`src/rtl/reg_wr_arbiter_pkg.sv`:
```
// Shared types for the register-bank write arbiter: index width helper,
// write-entry layout and grant encoding.
package reg_wr_arbiter_pkg;

  function automatic int reg_aw(input int n);
    return (n < 2) ? 1 : $clog2(n);
  endfunction

  typedef enum logic [1:0] {
    GNT_NONE = 2'd0,
    GNT_APB  = 2'd1,
    GNT_ACC  = 2'd2
  } gnt_e;

  localparam int DEF_REG_NUM = 8;
  localparam int DEF_DATA_W  = 32;
  localparam int DEF_AW      = reg_aw(DEF_REG_NUM);

  // Entry layout for the default bank geometry; FIFO words are packed {addr, data}.
  typedef struct packed {
    logic [DEF_AW-1:0]     addr;
    logic [DEF_DATA_W-1:0] data;
  } wr_entry_t;

endpackage

```
`src/rtl/reg_wr_fifo.sv`:
```
// Synchronous FIFO for buffered accelerator writes; head is visible
// combinationally and full is a registered flag.
module reg_wr_fifo #(
  parameter int DEPTH = 4,
  parameter int WIDTH = 35,
  localparam int PW = $clog2(DEPTH),
  localparam int LW = PW + 1
) (
  input  logic             clk,
  input  logic             reset,
  input  logic             push,
  input  logic [WIDTH-1:0] push_data,
  input  logic             pop,
  output logic [WIDTH-1:0] head,
  output logic             full,
  output logic             empty,
  output logic [LW-1:0]    level
);

  logic [WIDTH-1:0] mem [DEPTH];
  logic [PW-1:0]    wr_ptr;
  logic [PW-1:0]    rd_ptr;
  logic [LW-1:0]    level_next;

  assign head       = mem[rd_ptr];
  assign empty      = (level == '0);
  assign level_next = level + LW'(push) - LW'(pop);

  always_ff @(posedge clk) begin
    if (push) mem[wr_ptr] <= push_data;
  end

  // Depth is a power of two, so pointers wrap by plain overflow.
  always_ff @(posedge clk or posedge reset) begin
    if (reset) begin
      wr_ptr <= '0;
      rd_ptr <= '0;
      level  <= '0;
      full   <= 1'b0;
    end else begin
      if (push) wr_ptr <= wr_ptr + 1'b1;
      if (pop)  rd_ptr <= rd_ptr + 1'b1;
      level <= level_next;
      full  <= (level_next == LW'(DEPTH));
    end
  end

endmodule

```
`src/rtl/reg_wr_arbiter.sv`:
```
// Merges APB writes and FIFO-buffered accelerator writes onto the bank's write port.
// Optional grant statistics ports are enabled by defining REG_WR_ARB_STATS_EN.
module reg_wr_arbiter
  import reg_wr_arbiter_pkg::*;
#(
  parameter int REG_NUM        = 8,
  parameter int REG_DATA_WIDTH = 32,
  parameter int FIFO_DEPTH     = 4,
  parameter int STARVE_LIMIT   = 4,
  localparam int AW = reg_aw(REG_NUM),
  localparam int LW = $clog2(FIFO_DEPTH) + 1
) (
  input  logic                      clk,
  input  logic                      reset,
  input  logic                      apb_wr_valid,
  output logic                      apb_wr_ready,
  input  logic [AW-1:0]             apb_wr_addr,
  input  logic [REG_DATA_WIDTH-1:0] apb_wr_data,
  input  logic                      acc_wr_valid,
  output logic                      acc_wr_ready,
  input  logic [AW-1:0]             acc_wr_addr,
  input  logic [REG_DATA_WIDTH-1:0] acc_wr_data,
  output logic                      reg_wen,
  output logic [AW-1:0]             reg_waddr,
  output logic [REG_DATA_WIDTH-1:0] reg_wdata,
  output logic [LW-1:0]             fifo_level
`ifdef REG_WR_ARB_STATS_EN
  ,
  output logic [15:0]               apb_grant_cnt,
  output logic [15:0]               acc_grant_cnt,
  output logic                      starve_hit
`endif
);

  localparam int EW = AW + REG_DATA_WIDTH;
  localparam int SW = $clog2(STARVE_LIMIT + 1);
  localparam logic [SW-1:0] STARVE_MAX = SW'(STARVE_LIMIT);

  logic [EW-1:0] head;
  logic          full;
  logic          empty;
  logic          push;
  logic          pop;
  logic          forced;
  gnt_e          gnt;
  logic [SW-1:0] starve_cnt;

  assign acc_wr_ready = ~full & ~reset;
  assign push         = acc_wr_valid & acc_wr_ready;
  assign forced       = ~empty & (starve_cnt == STARVE_MAX);

  always_comb begin
    gnt = GNT_NONE;
    if (reset)             gnt = GNT_NONE;
    else if (forced)       gnt = GNT_ACC;
    else if (apb_wr_valid) gnt = GNT_APB;
    else if (!empty)       gnt = GNT_ACC;
  end

  assign apb_wr_ready = (gnt == GNT_APB);
  assign pop          = (gnt == GNT_ACC);

  reg_wr_fifo #(
    .DEPTH (FIFO_DEPTH),
    .WIDTH (EW)
  ) u_fifo (
    .clk       (clk),
    .reset     (reset),
    .push      (push),
    .push_data ({acc_wr_addr, acc_wr_data}),
    .pop       (pop),
    .head      (head),
    .full      (full),
    .empty     (empty),
    .level     (fifo_level)
  );

  // The starve count only measures APB wins while an accelerator entry is waiting.
  always_ff @(posedge clk or posedge reset) begin
    if (reset) begin
      starve_cnt <= '0;
      reg_wen    <= 1'b0;
      reg_waddr  <= '0;
      reg_wdata  <= '0;
    end else begin
      reg_wen <= (gnt != GNT_NONE);
      if (gnt == GNT_APB)      {reg_waddr, reg_wdata} <= {apb_wr_addr, apb_wr_data};
      else if (gnt == GNT_ACC) {reg_waddr, reg_wdata} <= head;

      if (empty || gnt == GNT_ACC)
        starve_cnt <= '0;
      else if (gnt == GNT_APB && starve_cnt != STARVE_MAX)
        starve_cnt <= starve_cnt + SW'(1);
    end
  end

`ifdef REG_WR_ARB_STATS_EN
  always_ff @(posedge clk or posedge reset) begin
    if (reset) begin
      apb_grant_cnt <= '0;
      acc_grant_cnt <= '0;
      starve_hit    <= 1'b0;
    end else begin
      if (gnt == GNT_APB) apb_grant_cnt <= apb_grant_cnt + 16'd1;
      if (gnt == GNT_ACC) acc_grant_cnt <= acc_grant_cnt + 16'd1;
      starve_hit <= forced;
    end
  end
`endif

endmodule

```
`config.mk`:
```
export PLATFORM = sky130hd
export DESIGN_NAME = reg_wr_arbiter
export DESIGN_NICKNAME = d
export VERILOG_FILES = /design/src/rtl/reg_wr_arbiter_pkg.sv /design/src/rtl/reg_wr_fifo.sv /design/src/rtl/reg_wr_arbiter.sv
export SDC_FILE = /design/constraint.sdc
export NUM_CORES = 1
export LEC_CHECK = 0
export ABC_AREA = 0
export BUFFER_PORTS_ARGS = -buffer_cell sky130_fd_sc_hd__buf_2
export CAP_MARGIN = 15
export CORE_ASPECT_RATIO = 1.2
export CORE_MARGIN = 3
export CORE_UTILIZATION = 51
export DETAILED_ROUTE_END_ITERATION = 16
export PLACE_DENSITY = 0.88
export SYNTH_ARGS = -nofsm -noshare
export SYNTH_HDL_FRONTEND = slang
export SYNTH_SLANG_ARGS = --single-unit
```
`constraint.sdc`:
```
create_clock -name clk -period 2.58 [get_ports clk]
set_clock_uncertainty 0.05 [all_clocks]
set_input_delay 0.258 -clock clk [delete_from_list [all_inputs] [get_ports clk]]
set_output_delay 0.258 -clock clk [all_outputs]
set_load 0.02 [all_outputs]
```
==> flow_summary.json <==
{
  "status": "finished, final reports clean",
  "dieArea_sq_um": 15980,
  "cts_num_sinks": 187,
  "final_max_slew_viol_count": 0,
  "register_area_sq_um": 5383,
  "synth_top_area_cell": "edfxtp_1",
  "met1_usage_pct": 23.23,
  "grt_max_degree": 61,
  "rsz0062_at_grt": "no",
  "irDropWorstVdd_mv": 0.5205,
  "max_slew_margin_pct": 55.71,
  "cp-startpoint": "starve_cnt[0]",
  "ys_seq_area_share_pct": 72.77,
  "hpwl_mm": 9.803,
  "hold_ws_ps": 15.14,
  "syn-cell-area_sq_um": 7393,
  "crit_type": "flop to flop",
  "synthCells": 399,
  "num_io_pins": 115,
  "clk_root_buffer_cell": "clkbuf_16",
  "wirelength_mm": 14.70,
  "finalCritPeriodShare_pct": 97.89,
  "viasPerCell": 5.546,
  "drtIter0Drc": 220,
  "synthFlopType": "edfxtp_1",
  "min_period_ps": 2525,
  "grt_usage_pct": 19.04,
  "rr_startpoint": "starve_cnt[0]",
  "finalSetupTns_ps": 0,
  "die_x_um": 115.9,
  "synthAdderAreaFrac_pct": 2.132,
  "diodes": 0,
  "hold_depth": 1,
  "crit_path_start_kind": "flop",
  "drc": 0,
  "antenna_found_initial": 1,
  "worst_setup_path_end_kind": "flop",
  "synth_mux_area_share_pct": 16.04,
  "r2r_slack_ps": 50,
  "grt-ovfl-total": 0,
  "synth_top_family_by_area": "multiplexers",
  "multi_input_area_sq_um": 1897,
  "dr.pass1.iters": 4,
  "busiest_layer": "met2",
  "powerDensity_nw_per_um2": 1055,
  "synthArstFlopShare_pct": 25.13,
  "tightest_slew_ps": 664.4,
  "synthesis.nets": 485,
  "areaGrowthSynthToFinish_pct": 21.93,
  "drv_cap": 0,
  "synth_xor_area_share_pct": 0.7108,
  "synth-edff-count": 140,
  "setup_viol": 0,
  "netlist_top_cells_count": "edfxtp_1 (140), dfrtp_1 (47), a21oi_1 (37)",
  "nFillCells": 968,
  "ys_seq_elements": 187,
  "grt_pass1_vias": 4342,
  "synth_top_cell_area_share_pct": 56.86,
  "path_max_fanout": 6,
  "clk_pin_slew_ps": 70,
  "leakagePower_uw": 0.003393,
  "use_met3_pct": 4.016,
  "postCtsSetupBuffers": 0,
  "start_util_pct": 52.82,
  "gp_congestion": 0.7441,
  "yosysMostFrequentCell": "edfxtp_1",
  "syn-mean-instance-area_sq_um": 18.53,
  "ys_types": 30,
  "hold_class": "input pin to flop",
  "antenna_left": 0,
  "numCtsBuffers": 17,
  "cp.arrival_ps": 2800,
  "hold_end": "u_fifo.mem[1][27]",
  "std_cell_rows": 47,
  "fin_nets": 629,
  "netlist_top_cells_area": "edfxtp_1 (57%), dfrtp_1 (16%), mux4_2 (8.5%), mux2i_1 (4.9%), a21oi_1 (2.5%)",
  "synth_compound_area_share_pct": 2.674,
  "grtUsageMet2_pct": 32.98,
  "max_freq_mhz": 396.0,
  "port_buffers": 114,
  "cp_data_required_time_ps": 2860,
  "cts-htree-levels": 4,
  "vias": 4032,
  "hold_viol": 0,
  "die_h_um": 137.9,
  "coreArea_sq_um": 14000,
  "grt_pass1_wl_mm": 22.49,
  "wl_per_cell_um": 20.22,
  "cts_tree": "done",
  "cts_max_path_buffers": 2,
  "clk-insertion-delay-late_ps": 410,
  "synth_simple_gate_area_share_pct": 3.097,
  "hp-start": "acc_wr_data[27]",
  "yosys_warnings": 0,
  "drive_above_1_share_pct": 37.41,
  "r2r_cells": 12,
  "r2r_end": "u_fifo.full"
}
## per-stage QoR
step	worst slack (ps)	total power [uW]	instances	utilization, %	area, sq um
after floorplan	-154.3	6187	399	-	7445
after global placement	184.3	6872	680	59.04	8263
after detailed placement	4.400	7047	680	59.04	8263
after CTS	29.57	9578	725	64.15	8979
after global routing	8.617	9985	727	64.41	9015
final	54.54	9509	727	64.41	9015
## layout by cell type, fill, tap and decap left out, types with 2 or more instances in the layout
| master | Yosys | routed |
|---|---|---|
| nor3_1 | 3 | 2 |
| xor2_1 | 2 | 2 |
| dlygate4sd3_1 | 0 | 15 |
| ha_2 | 0 | 2 |
| nand2_1 | 3 | 3 |
| mux2i_1 | 36 | 36 |
| xnor2_1 | 4 | 3 |
| inv_1 | 11 | 9 |
| and3_2 | 0 | 4 |
| mux4_2 | 28 | 28 |
| dfrtp_2 | 0 | 2 |
| ha_1 | 11 | 6 |
| mux4_1 | 7 | 7 |
| clkinvlp_4 | 0 | 2 |
| edfxtp_1 | 140 | 140 |
| ha_4 | 0 | 3 |
| buf_12 | 3 | 5 |
| a21oi_1 | 37 | 37 |
| inv_6 | 0 | 4 |
| dfrtp_1 | 47 | 45 |
| buf_2 | 5 | 114 |
| buf_4 | 3 | 11 |
| clkbuf_16 | 0 | 17 |
| nor2_1 | 36 | 36 |
| clkinv_4 | 0 | 2 |
| clkinv_2 | 0 | 4 |
| bufinv_16 | 0 | 2 |
## sequential cells by signal, indices dropped and copies added (netlist names)
signal and count:
u_fifo.wr_ptr 2, u_fifo.full 1, starve_cnt 3, reg_wdata 32
u_fifo.rd_ptr 2, reg_wen 1, u_fifo.level 3, reg_waddr 3
u_fifo.mem 140
## cell families after synthesis
| family | after synthesis |
|---|---|
| multiplexers | 72 |
| AND/OR/NAND/NOR | 52 |
| buffers and inverters | 31 |
| XOR/XNOR | 6 |
| flip-flops | 187 |
| adder cells (fa/ha/maj) | 12 |
| AO/OA/AOI/OAI | 39 |
## area by class of cell
class                      count  share of cell area [%]
inverter                      11                  0.4997
multi-input combinational    181                   21.04
sequential                   187                   59.71
clock inverter                14                   1.596
tap                          171                   2.373
timing repair buffer         145                   10.02
clock buffer                  18                   4.761
## worst max-delay path by stage
| stage | endpoint | cells past startpoint | slack [ps] |
|---|---|---|---|
| floorplan | u_fifo.full | 9 | -150 |
| global placement | u_fifo.full | 9 | 180 |
| detailed placement | u_fifo.full | 11 | 4 |
| CTS | apb_wr_ready | 9 | 30 |
| global route | u_fifo.full | 12 | 9 |
| finish | u_fifo.full | 12 | 50 |
## routing by layer
layer | routed length, um | up-vias | part of all wire, %
li1 | - | 1832 | -
met1 | 5743 | 2042 | 39
met2 | 7990 | 129 | 54
met3 | 626 | 27 | 4.3
met4 | 323 | 2 | 2.2
met5 | 20 | - | 0.14
## power by group
group	internal, uW	leakage [uW]	switching, uW
Combinational	1290	0.00131	1530
Clock	1430	0.000283	1070
Sequential	3830	0.00180	352
Total	6550	0.00339	2960
## worst max-delay path, stage by stage, from the launching register on
cell     delay (ps)
dfrtp_1         410
inv_1            70
ha_1            210
nand2_1         100
a21oi_1          90
and2_4          160
ha_4            190
ha_4            260
inv_2            40
ha_4            150
fa_2            370
xnor2_2         150
nor3b_2         200
## timing repair
item	in CTS	in global routing
setup endpoints to repair	2	1
pin swaps	0	0
hold buffers	13	2
endpoints found under the hold margin	50	5
resized for setup	4	3
(Power assumes the default switching activity.)
